## src/rtl/laser_tx_serializer.sv

```systemverilog
// -----------------------------------------------------------------------------
// laser_tx_serializer
//
// Purpose:
//   Pulls bytes from an upstream byte queue and sends each one on an optical
//   emitter as an asynchronous-style frame:
//     start (light off), 8 data bits LSB first (1 = light on),
//     even parity bit, stop (light on).
//   Each bit lasts CLKS_PER_BIT clocks. After PKT_LEN bytes, the emitter is
//   held on for GAP_BITS bit periods. tx_done then pulses once and the byte
//   count starts again from zero.
//
// Parameters:
//   CLKS_PER_BIT - clocks per laser bit period (>= 2)
//   PKT_LEN      - bytes per packet (1..1023)
//   GAP_BITS     - idle bit periods inserted after each packet (>= 1)
//
// Ports:
//   clock      in   single clock, rising edge
//   reset      in   synchronous, active-high reset
//   en         in   permits a new byte to be accepted
//   data_valid in   upstream byte available
//   data_in    in   upstream byte, valid whenever data_valid = 1
//   data_read  out  one-cycle pulse that consumes data_in
//   laser_tx   out  emitter drive, 2'b11 = on, 2'b00 = off (registered)
//   busy       out  high whenever the FSM is not idle
//   tx_done    out  one-cycle pulse when a packet (including its gap) ends
//   byte_ct    out  bytes fully sent in the current packet
// -----------------------------------------------------------------------------
module laser_tx_serializer #(
    parameter int CLKS_PER_BIT = 4,
    parameter int PKT_LEN      = 512,
    parameter int GAP_BITS     = 16
) (
    input  logic       clock,
    input  logic       reset,
    input  logic       en,
    input  logic       data_valid,
    input  logic [7:0] data_in,
    output logic       data_read,
    output logic [1:0] laser_tx,
    output logic       busy,
    output logic       tx_done,
    output logic [9:0] byte_ct
);

    localparam int GAP_CLKS = GAP_BITS * CLKS_PER_BIT;
    localparam int TIMER_W  = $clog2(CLKS_PER_BIT);
    localparam int GAP_W    = $clog2(GAP_CLKS);

    localparam logic [TIMER_W-1:0] BIT_LAST = TIMER_W'(CLKS_PER_BIT - 1);
    localparam logic [GAP_W-1:0]   GAP_LAST = GAP_W'(GAP_CLKS - 1);
    localparam logic [9:0]         PKT_FULL = 10'(PKT_LEN);

    localparam logic [1:0] LIGHT_ON  = 2'b11;
    localparam logic [1:0] LIGHT_OFF = 2'b00;

    typedef enum logic [2:0] {
        ST_IDLE,
        ST_START,
        ST_DATA,
        ST_PARITY,
        ST_STOP,
        ST_GAP
    } state_t;

    state_t             state;
    logic [7:0]         data_reg;
    logic [TIMER_W-1:0] bit_timer;
    logic [2:0]         bit_idx;
    logic [GAP_W-1:0]   gap_timer;

    logic               accept;
    logic               bit_done;
    logic [2:0]         next_idx;
    logic [9:0]         byte_ct_next;

    // The read strobe must coincide with the cycle the byte is latched, so it
    // is decoded from the current state and inputs; reset masks it so a byte
    // is never consumed by a cycle that will be thrown away.
    assign accept       = (state == ST_IDLE) && en && data_valid && !reset;
    assign data_read    = accept;
    assign busy         = (state != ST_IDLE);
    assign bit_done     = (bit_timer == BIT_LAST);
    assign next_idx     = bit_idx + 3'd1;
    assign byte_ct_next = byte_ct + 10'd1;

    // laser_tx is loaded on the same edge that enters each bit, so the
    // emitter level always matches the state held during that bit period.
    always_ff @(posedge clock) begin
        if (reset) begin
            state     <= ST_IDLE;
            laser_tx  <= LIGHT_ON;
            tx_done   <= 1'b0;
            byte_ct   <= 10'd0;
            bit_timer <= '0;
            bit_idx   <= 3'd0;
            gap_timer <= '0;
            data_reg  <= 8'd0;
        end else begin
            tx_done <= 1'b0;
            case (state)
                ST_IDLE: begin
                    laser_tx <= LIGHT_ON;
                    if (accept) begin
                        data_reg  <= data_in;
                        bit_timer <= '0;
                        laser_tx  <= LIGHT_OFF;
                        state     <= ST_START;
                    end
                end
                ST_START: begin
                    if (bit_done) begin
                        bit_timer <= '0;
                        bit_idx   <= 3'd0;
                        laser_tx  <= {2{data_reg[0]}};
                        state     <= ST_DATA;
                    end else begin
                        bit_timer <= bit_timer + TIMER_W'(1);
                    end
                end
                ST_DATA: begin
                    if (bit_done) begin
                        bit_timer <= '0;
                        if (bit_idx == 3'd7) begin
                            laser_tx <= {2{^data_reg}};
                            state    <= ST_PARITY;
                        end else begin
                            bit_idx  <= next_idx;
                            laser_tx <= {2{data_reg[next_idx]}};
                        end
                    end else begin
                        bit_timer <= bit_timer + TIMER_W'(1);
                    end
                end
                ST_PARITY: begin
                    if (bit_done) begin
                        bit_timer <= '0;
                        laser_tx  <= LIGHT_ON;
                        state     <= ST_STOP;
                    end else begin
                        bit_timer <= bit_timer + TIMER_W'(1);
                    end
                end
                ST_STOP: begin
                    laser_tx <= LIGHT_ON;
                    if (bit_done) begin
                        bit_timer <= '0;
                        byte_ct   <= byte_ct_next;
                        if (byte_ct_next == PKT_FULL) begin
                            gap_timer <= '0;
                            state     <= ST_GAP;
                        end else begin
                            state <= ST_IDLE;
                        end
                    end else begin
                        bit_timer <= bit_timer + TIMER_W'(1);
                    end
                end
                ST_GAP: begin
                    laser_tx <= LIGHT_ON;
                    if (gap_timer == GAP_LAST) begin
                        gap_timer <= '0;
                        byte_ct   <= 10'd0;
                        tx_done   <= 1'b1;
                        state     <= ST_IDLE;
                    end else begin
                        gap_timer <= gap_timer + GAP_W'(1);
                    end
                end
                default: begin
                    laser_tx <= LIGHT_ON;
                    state    <= ST_IDLE;
                end
            endcase
        end
    end

endmodule

```

## config.mk

```make
export PLATFORM = sky130hd
export DESIGN_NAME = laser_tx_serializer
export DESIGN_NICKNAME = d
export VERILOG_FILES = /design/src/rtl/laser_tx_serializer.sv
export SDC_FILE = /design/constraint.sdc
export NUM_CORES = 1
export LEC_CHECK = 0
export CAP_MARGIN = 15
export CORE_MARGIN = 4
export CORE_UTILIZATION = 25
export CTS_CLUSTER_SIZE = 30
export DETAILED_ROUTE_END_ITERATION = 10
export GPL_ROUTABILITY_DRIVEN = 1
export SLEW_MARGIN = 20
export SYNTH_ARGS = -nofsm -noshare
export SYNTH_HDL_FRONTEND = slang
export SYNTH_SLANG_ARGS = --single-unit
```

## constraint.sdc

```tcl
create_clock -name clock -period 4.3 [get_ports clock]
set_clock_uncertainty 0.2 [all_clocks]
set_input_delay 0.43 -clock clock [delete_from_list [all_inputs] [get_ports clock]]
set_output_delay 0.43 -clock clock [all_outputs]
set_load 0.05 [all_outputs]
```

After elaboration in Yosys (flattened, before gate mapping)
Index checks and enable logic that the tools add are counted.
Widths: inputs -> output; s select.
{"block": "totals", "inputBits": 12, "ff_bits": 35, "out_inout_bits": 15, "word_cells": 83}
{"block": "classes", "reduce_logical": 19, "bitwise_logic": 1, "order_cmp": 1, "eq_ne": 18, "add_sub_neg": 4, "mux": 32}
{"op": "$mux 3", "count": 11}
{"op": "$mux 10", "count": 2}
{"op": "$pmux 10 s2", "count": 1}
{"op": "$mux 6", "count": 3}
{"op": "$ne 2x2->1 const B", "count": 9}
{"op": "$pmux 3 s6", "count": 1}
{"op": "$mux 2", "count": 7}
{"op": "$pmux 6 s2", "count": 1}
{"op": "$add 10x1->10 const B", "count": 1}
{"op": "$eq 10x10->1 const B", "count": 1}
{"op": "$eq 3x3->1 const B", "count": 3}
{"op": "$reduce_and 3->1", "count": 3}
{"op": "$pmux 2 s4", "count": 1}
{"op": "$reduce_xor 8->1", "count": 1}
{"op": "$reduce_and 7->1", "count": 1}
{"op": "$add 6x1->6 const B", "count": 1}
{"op": "$eq 3x2->1 const B", "count": 2}
{"op": "$eq 6x6->1 const B", "count": 1}
{"op": "$pmux 3 s2", "count": 1}
{"op": "$reduce_bool 2->1", "count": 3}
{"op": "$lt 3x4->1 const B", "count": 1}
{"op": "$pmux 2 s2", "count": 1}
{"op": "$reduce_and 2->1", "count": 2}
{"op": "$reduce_and 4->1", "count": 1}
{"op": "13 further kinds", "count": 16}

Logic depth before layout (Yosys ltp)
{"block": "depth", "depth_word": 6, "ltp_mapped": 8, "ltp_nobuf": 8}

Worst setup path after synthesis
No wires, ideal clock.
{"block": "synth_path", "path_kind": "register to register", "start": "reg byte_ct[0]", "end": "reg gap_timer[3]", "required_time_ns": 3.966, "stages_incl_launch_ff": 9, "n_path_buf": 1, "setup_ns": 0.134, "synth_period_minus_slack_ns": 2.683, "t_arrival_ns": 2.349, "setup_slack_ns": 1.617, "cell_sequence": "dfxtp_1 ha_1 clkbuf_2 nand3_2 nor4b_1 o21ai_0 a2111o_1 a21oi_2 a311oi_1"}
{"block": "synth_between", "elab_chain_len": 4}
{"item": "from (decl)", "line": "44", "source": "output logic [9:0] byte_ct"}
{"item": "from (signal assigned)", "line": "149", "source": "byte_ct <= byte_ct_next;"}
{"item": "$add 10x1->10", "line": "86", "source": "assign byte_ct_next = byte_ct + 10'd1;"}
{"item": "$eq 10x10->1", "line": "150", "source": "if (byte_ct_next == PKT_FULL) begin"}
{"item": "$ne 2x2->1 (no source line)"}
{"item": "$reduce_and 3->1 (no source line)"}
{"item": "to (signal assigned)", "line": "168", "source": "gap_timer <= gap_timer + GAP_W'(1);"}
{"item": "to (decl)", "line": "71", "source": "logic [GAP_W-1:0] gap_timer;"}
Every way passes these cells.
A chain may end at the register's enable or synchronous reset.

Worst setup path in the final report
{"block": "layout_path", "start": "reg state[2]", "end": "out busy"}
{"block": "layout_between", "elab_chain_len": 1}
{"item": "from (decl)", "line": "67", "source": "state_t state;"}
{"item": "from (signal assigned)", "line": "92", "source": "state <= ST_IDLE;"}
{"item": "from (signal assigned)", "line": "109", "source": "state <= ST_START;"}
{"item": "from (signal assigned)", "line": "117", "source": "state <= ST_DATA;"}
{"item": "$reduce_bool 3->1", "line": "83", "source": "assign busy = (state != ST_IDLE);"}
{"item": "to (decl)", "line": "42", "source": "output logic busy,"}
Every way passes these cells.

==> results_dict.tcl <==
set metrics [dict create \
    r2r-start "byte_ct[0]" \
    max_freq_mhz 382 \
    min_from "bit_idx[1]" \
    rows 31 \
    core-area_um2 7410 \
    worstHoldEndpoint "bit_idx[1]" \
    critPathMaxFanout 18 \
    grt_pass1_vias 1591 \
    place.detailed.hpwl_um 2980 \
    required_ns 3.67 \
    syn_inst 237 \
    synthXorXnorAreaFrac_pct 4.03 \
    synth.distinct_cells 51 \
    met1_length_um 2100 \
    r2r_slack_ns 1.72 \
    cts.sinks 34 \
    avgViaCountPerCell 4.92 \
    route.detailed.drc 0 \
    finalHoldViolations 0 \
    worst_pin_slew_ns 0.510 \
    synth_top_family_by_area "simple AND/OR/NAND/NOR gates" \
    die_x_um 96.4 \
    cts_tree "built" \
    grt_usage_pct 9.72 \
    syn_area_um2 1960 \
    grt_pass1_wl_um 7320 \
    finalMaxSlewViolations 0 \
    n_fill_cell 785 \
    r2r-end "gap_timer[3]" \
    crit_type "flop to output port" \
    num_vias 1763 \
    grt-ovfl-total 0 \
    antenna_cells 0 \
    yosysWarnings 0 \
    cts_max_path_buffers 2 \
    clk_latency_ns 0.29 \
    synth_seq_cells 34 \
    finalCritPeriodShare_pct 60.8 \
    cts-root-buf "clkbuf_8" \
    synth_edf_count 0 \
    min_period_ns 2.62 \
    synth_compound_area_share_pct 19.3 \
    syn_nets 255 \
    synth_top_area_share_pct 34.8 \
    leakage_uw 0.000771 \
    largest_reg_flops 10 \
    yosys.cell_count.top_type "dfxtp_1" \
    worstPathArrival_ns 1.99 \
    cts_resized 0 \
    post-place-ws_ns 1.73 \
    cp-end-kind "output port" \
    synth_area_per_cell_um2 8.25 \
    place.gp.congestion 0.824 \
    peakVddDrop_uv 148 \
    grt_max_degree 39 \
    fp.dieH_um 96.4 \
    layout-drive-gt1-share_pct 9.65 \
    synthTopCellsByCount "dfxtp_1 (34), nor2_1 (27), a21oi_1 (21), nand2_1 (20), o21ai_0 (16)" \
    numPortBuffers 26 \
    rr_worst_depth 7 \
    synth_top_cells_by_area "dfxtp_1 (35%), a21oi_1 (5.4%), nor2_1 (5.2%), mux2i_1 (4.6%), o21ai_0 (4.1%)" \
    post-cts-setup-buffers 0 \
    wl_met3_um 243 \
    cts_made_buffers 5 \
    slew_headroom_pct 65.9 \
    fin_nets 276 \
    die_area_um2 9300 \
    synthArstFlopShare_pct 0 \
    wl_per_cell_um 11.8 \
    routed.top_layer "met4" \
    first_pass_iters 4 \
    start_util_pct 26.4 \
    synth-simple-area-share_pct 26.2 \
    ys.flop_type "dfxtp_1" \
    status "complete, no violations" \
    powerDensity_nw_per_um2 286 \
    setup_viol 0 \
    yosysSeqAreaShare_pct 34.8 \
    synth_adder_area_share_pct 3.84 \
    design_area_um2 2390 \
    hold_path_depth 2 \
    muxShareOfSynthArea_pct 7.49 \
    utilization_pct 32.3 \
    fin_tns_setup_ns 0 \
    syn2layout_area_growth_pct 22.3 \
    antenna_found_initial 0 \
    setup_ws_ns 1.68 \
    placed_cell_area_um2 2300 \
    boundaryPins 27 \
    ant_nets 0 \
    hold_buffers 0 \
    htreeDepth 2 \
    path_clk_slew_ns 0.08 \
    drv_cap 0 \
    holdCritPathClass "flop to flop" \
    wl_um 4220 \
    synth_top_area_cell "dfxtp_1" \
    worstSetupStartpointType "flop" \
    dr_wl_met2_um 1860 \
    rsz0062_at_grt "no" \
    dr.first_iter.drc_count 75 \
]
-- critical path: stages (launching register included) --
cell             delay, ns
dfxtp_1               0.64
or3_1                 0.23
clkdlybuf4s50_1       0.82
-- layer usage --
metal	global-route usage, %	vias up
met3	2.56	3
met4	2.45	0
met1	13.8	816
li1	-	894
met2	14.5	50
met5	0	-
-- where the power goes --
group / internal, µW / leakage, µW / switching (µW)
Combinational: 45.4 / 0.000448 / 55.8
Clock: 129 / 0.0000482 / 118
Sequential: 323 / 0.000275 / 12.6
Total: 498 / 0.000771 / 187
-- stage by stage --
step / std cells / hold slack [ns] / power (µW)
CTS: 358 / 0.265 / 694
global route: 358 / 0.277 / 717
detailed placement: 350 / 0.256 / 444
floorplan: 237 / 0.236 / 413
finish: 358 / 0.259 / 685
global placement: 350 / 0.249 / 443
-- cells by family (layout without fill, tap and decap cells) --
family	count (synthesis)	after routing
multiplexers	12	12
AO/OA/AOI/OAI	62	62
AND/OR/NAND/NOR	96	96
flip-flops	34	34
adder cells (fa/ha/maj)	6	6
XOR/XNOR	9	9
buffers and inverters	18	40
-- worst max path at each step --
stage                           from           end  depth (start not counted)
after floorplan           byte_ct[0]  gap_timer[3]                          8
after global placement         reset      state[0]                          7
after detailed placement  byte_ct[0]  gap_timer[5]                          7
after CTS                   state[2]          busy                          2
after global routing      byte_ct[0]  gap_timer[5]                          7
final                       state[2]          busy                          2
-- cells in the final DEF (no fill, tap or decap), types with 3 or more instances in the layout --
cell type and instances:
a211oi_1 3, a21oi_1 21, a311oi_1 3, a31oi_1 4
and3_1 4, buf_4 3, clkbuf_8 6, clkdlybuf4s50_1 25
dfxtp_1 34, ha_1 6, inv_1 3, mux2i_1 9
nand2_1 20, nand2b_1 4, nand3_1 6, nand3b_1 6
nor2_1 27, nor3b_1 4, o21a_1 3, o21ai_0 16
or2_2 3, or3_1 3, or3b_2 3, or4_1 3
xnor2_1 7
-- cell type report --
type / count / area [µm²] / area share, %
multi-input cells: 185 / 1190 / 49.8
flip-flops and latches: 34 / 681 / 28.5
repair buffers: 29 / 293 / 12.2
well taps: 99 / 124 / 5.18
clock buffers: 7 / 86.3 / 3.61
inverters: 3 / 11.3 / 0.471
clock inverters: 1 / 5.00 / 0.209
No activity file was read; power rests on OpenSTA's default activity.
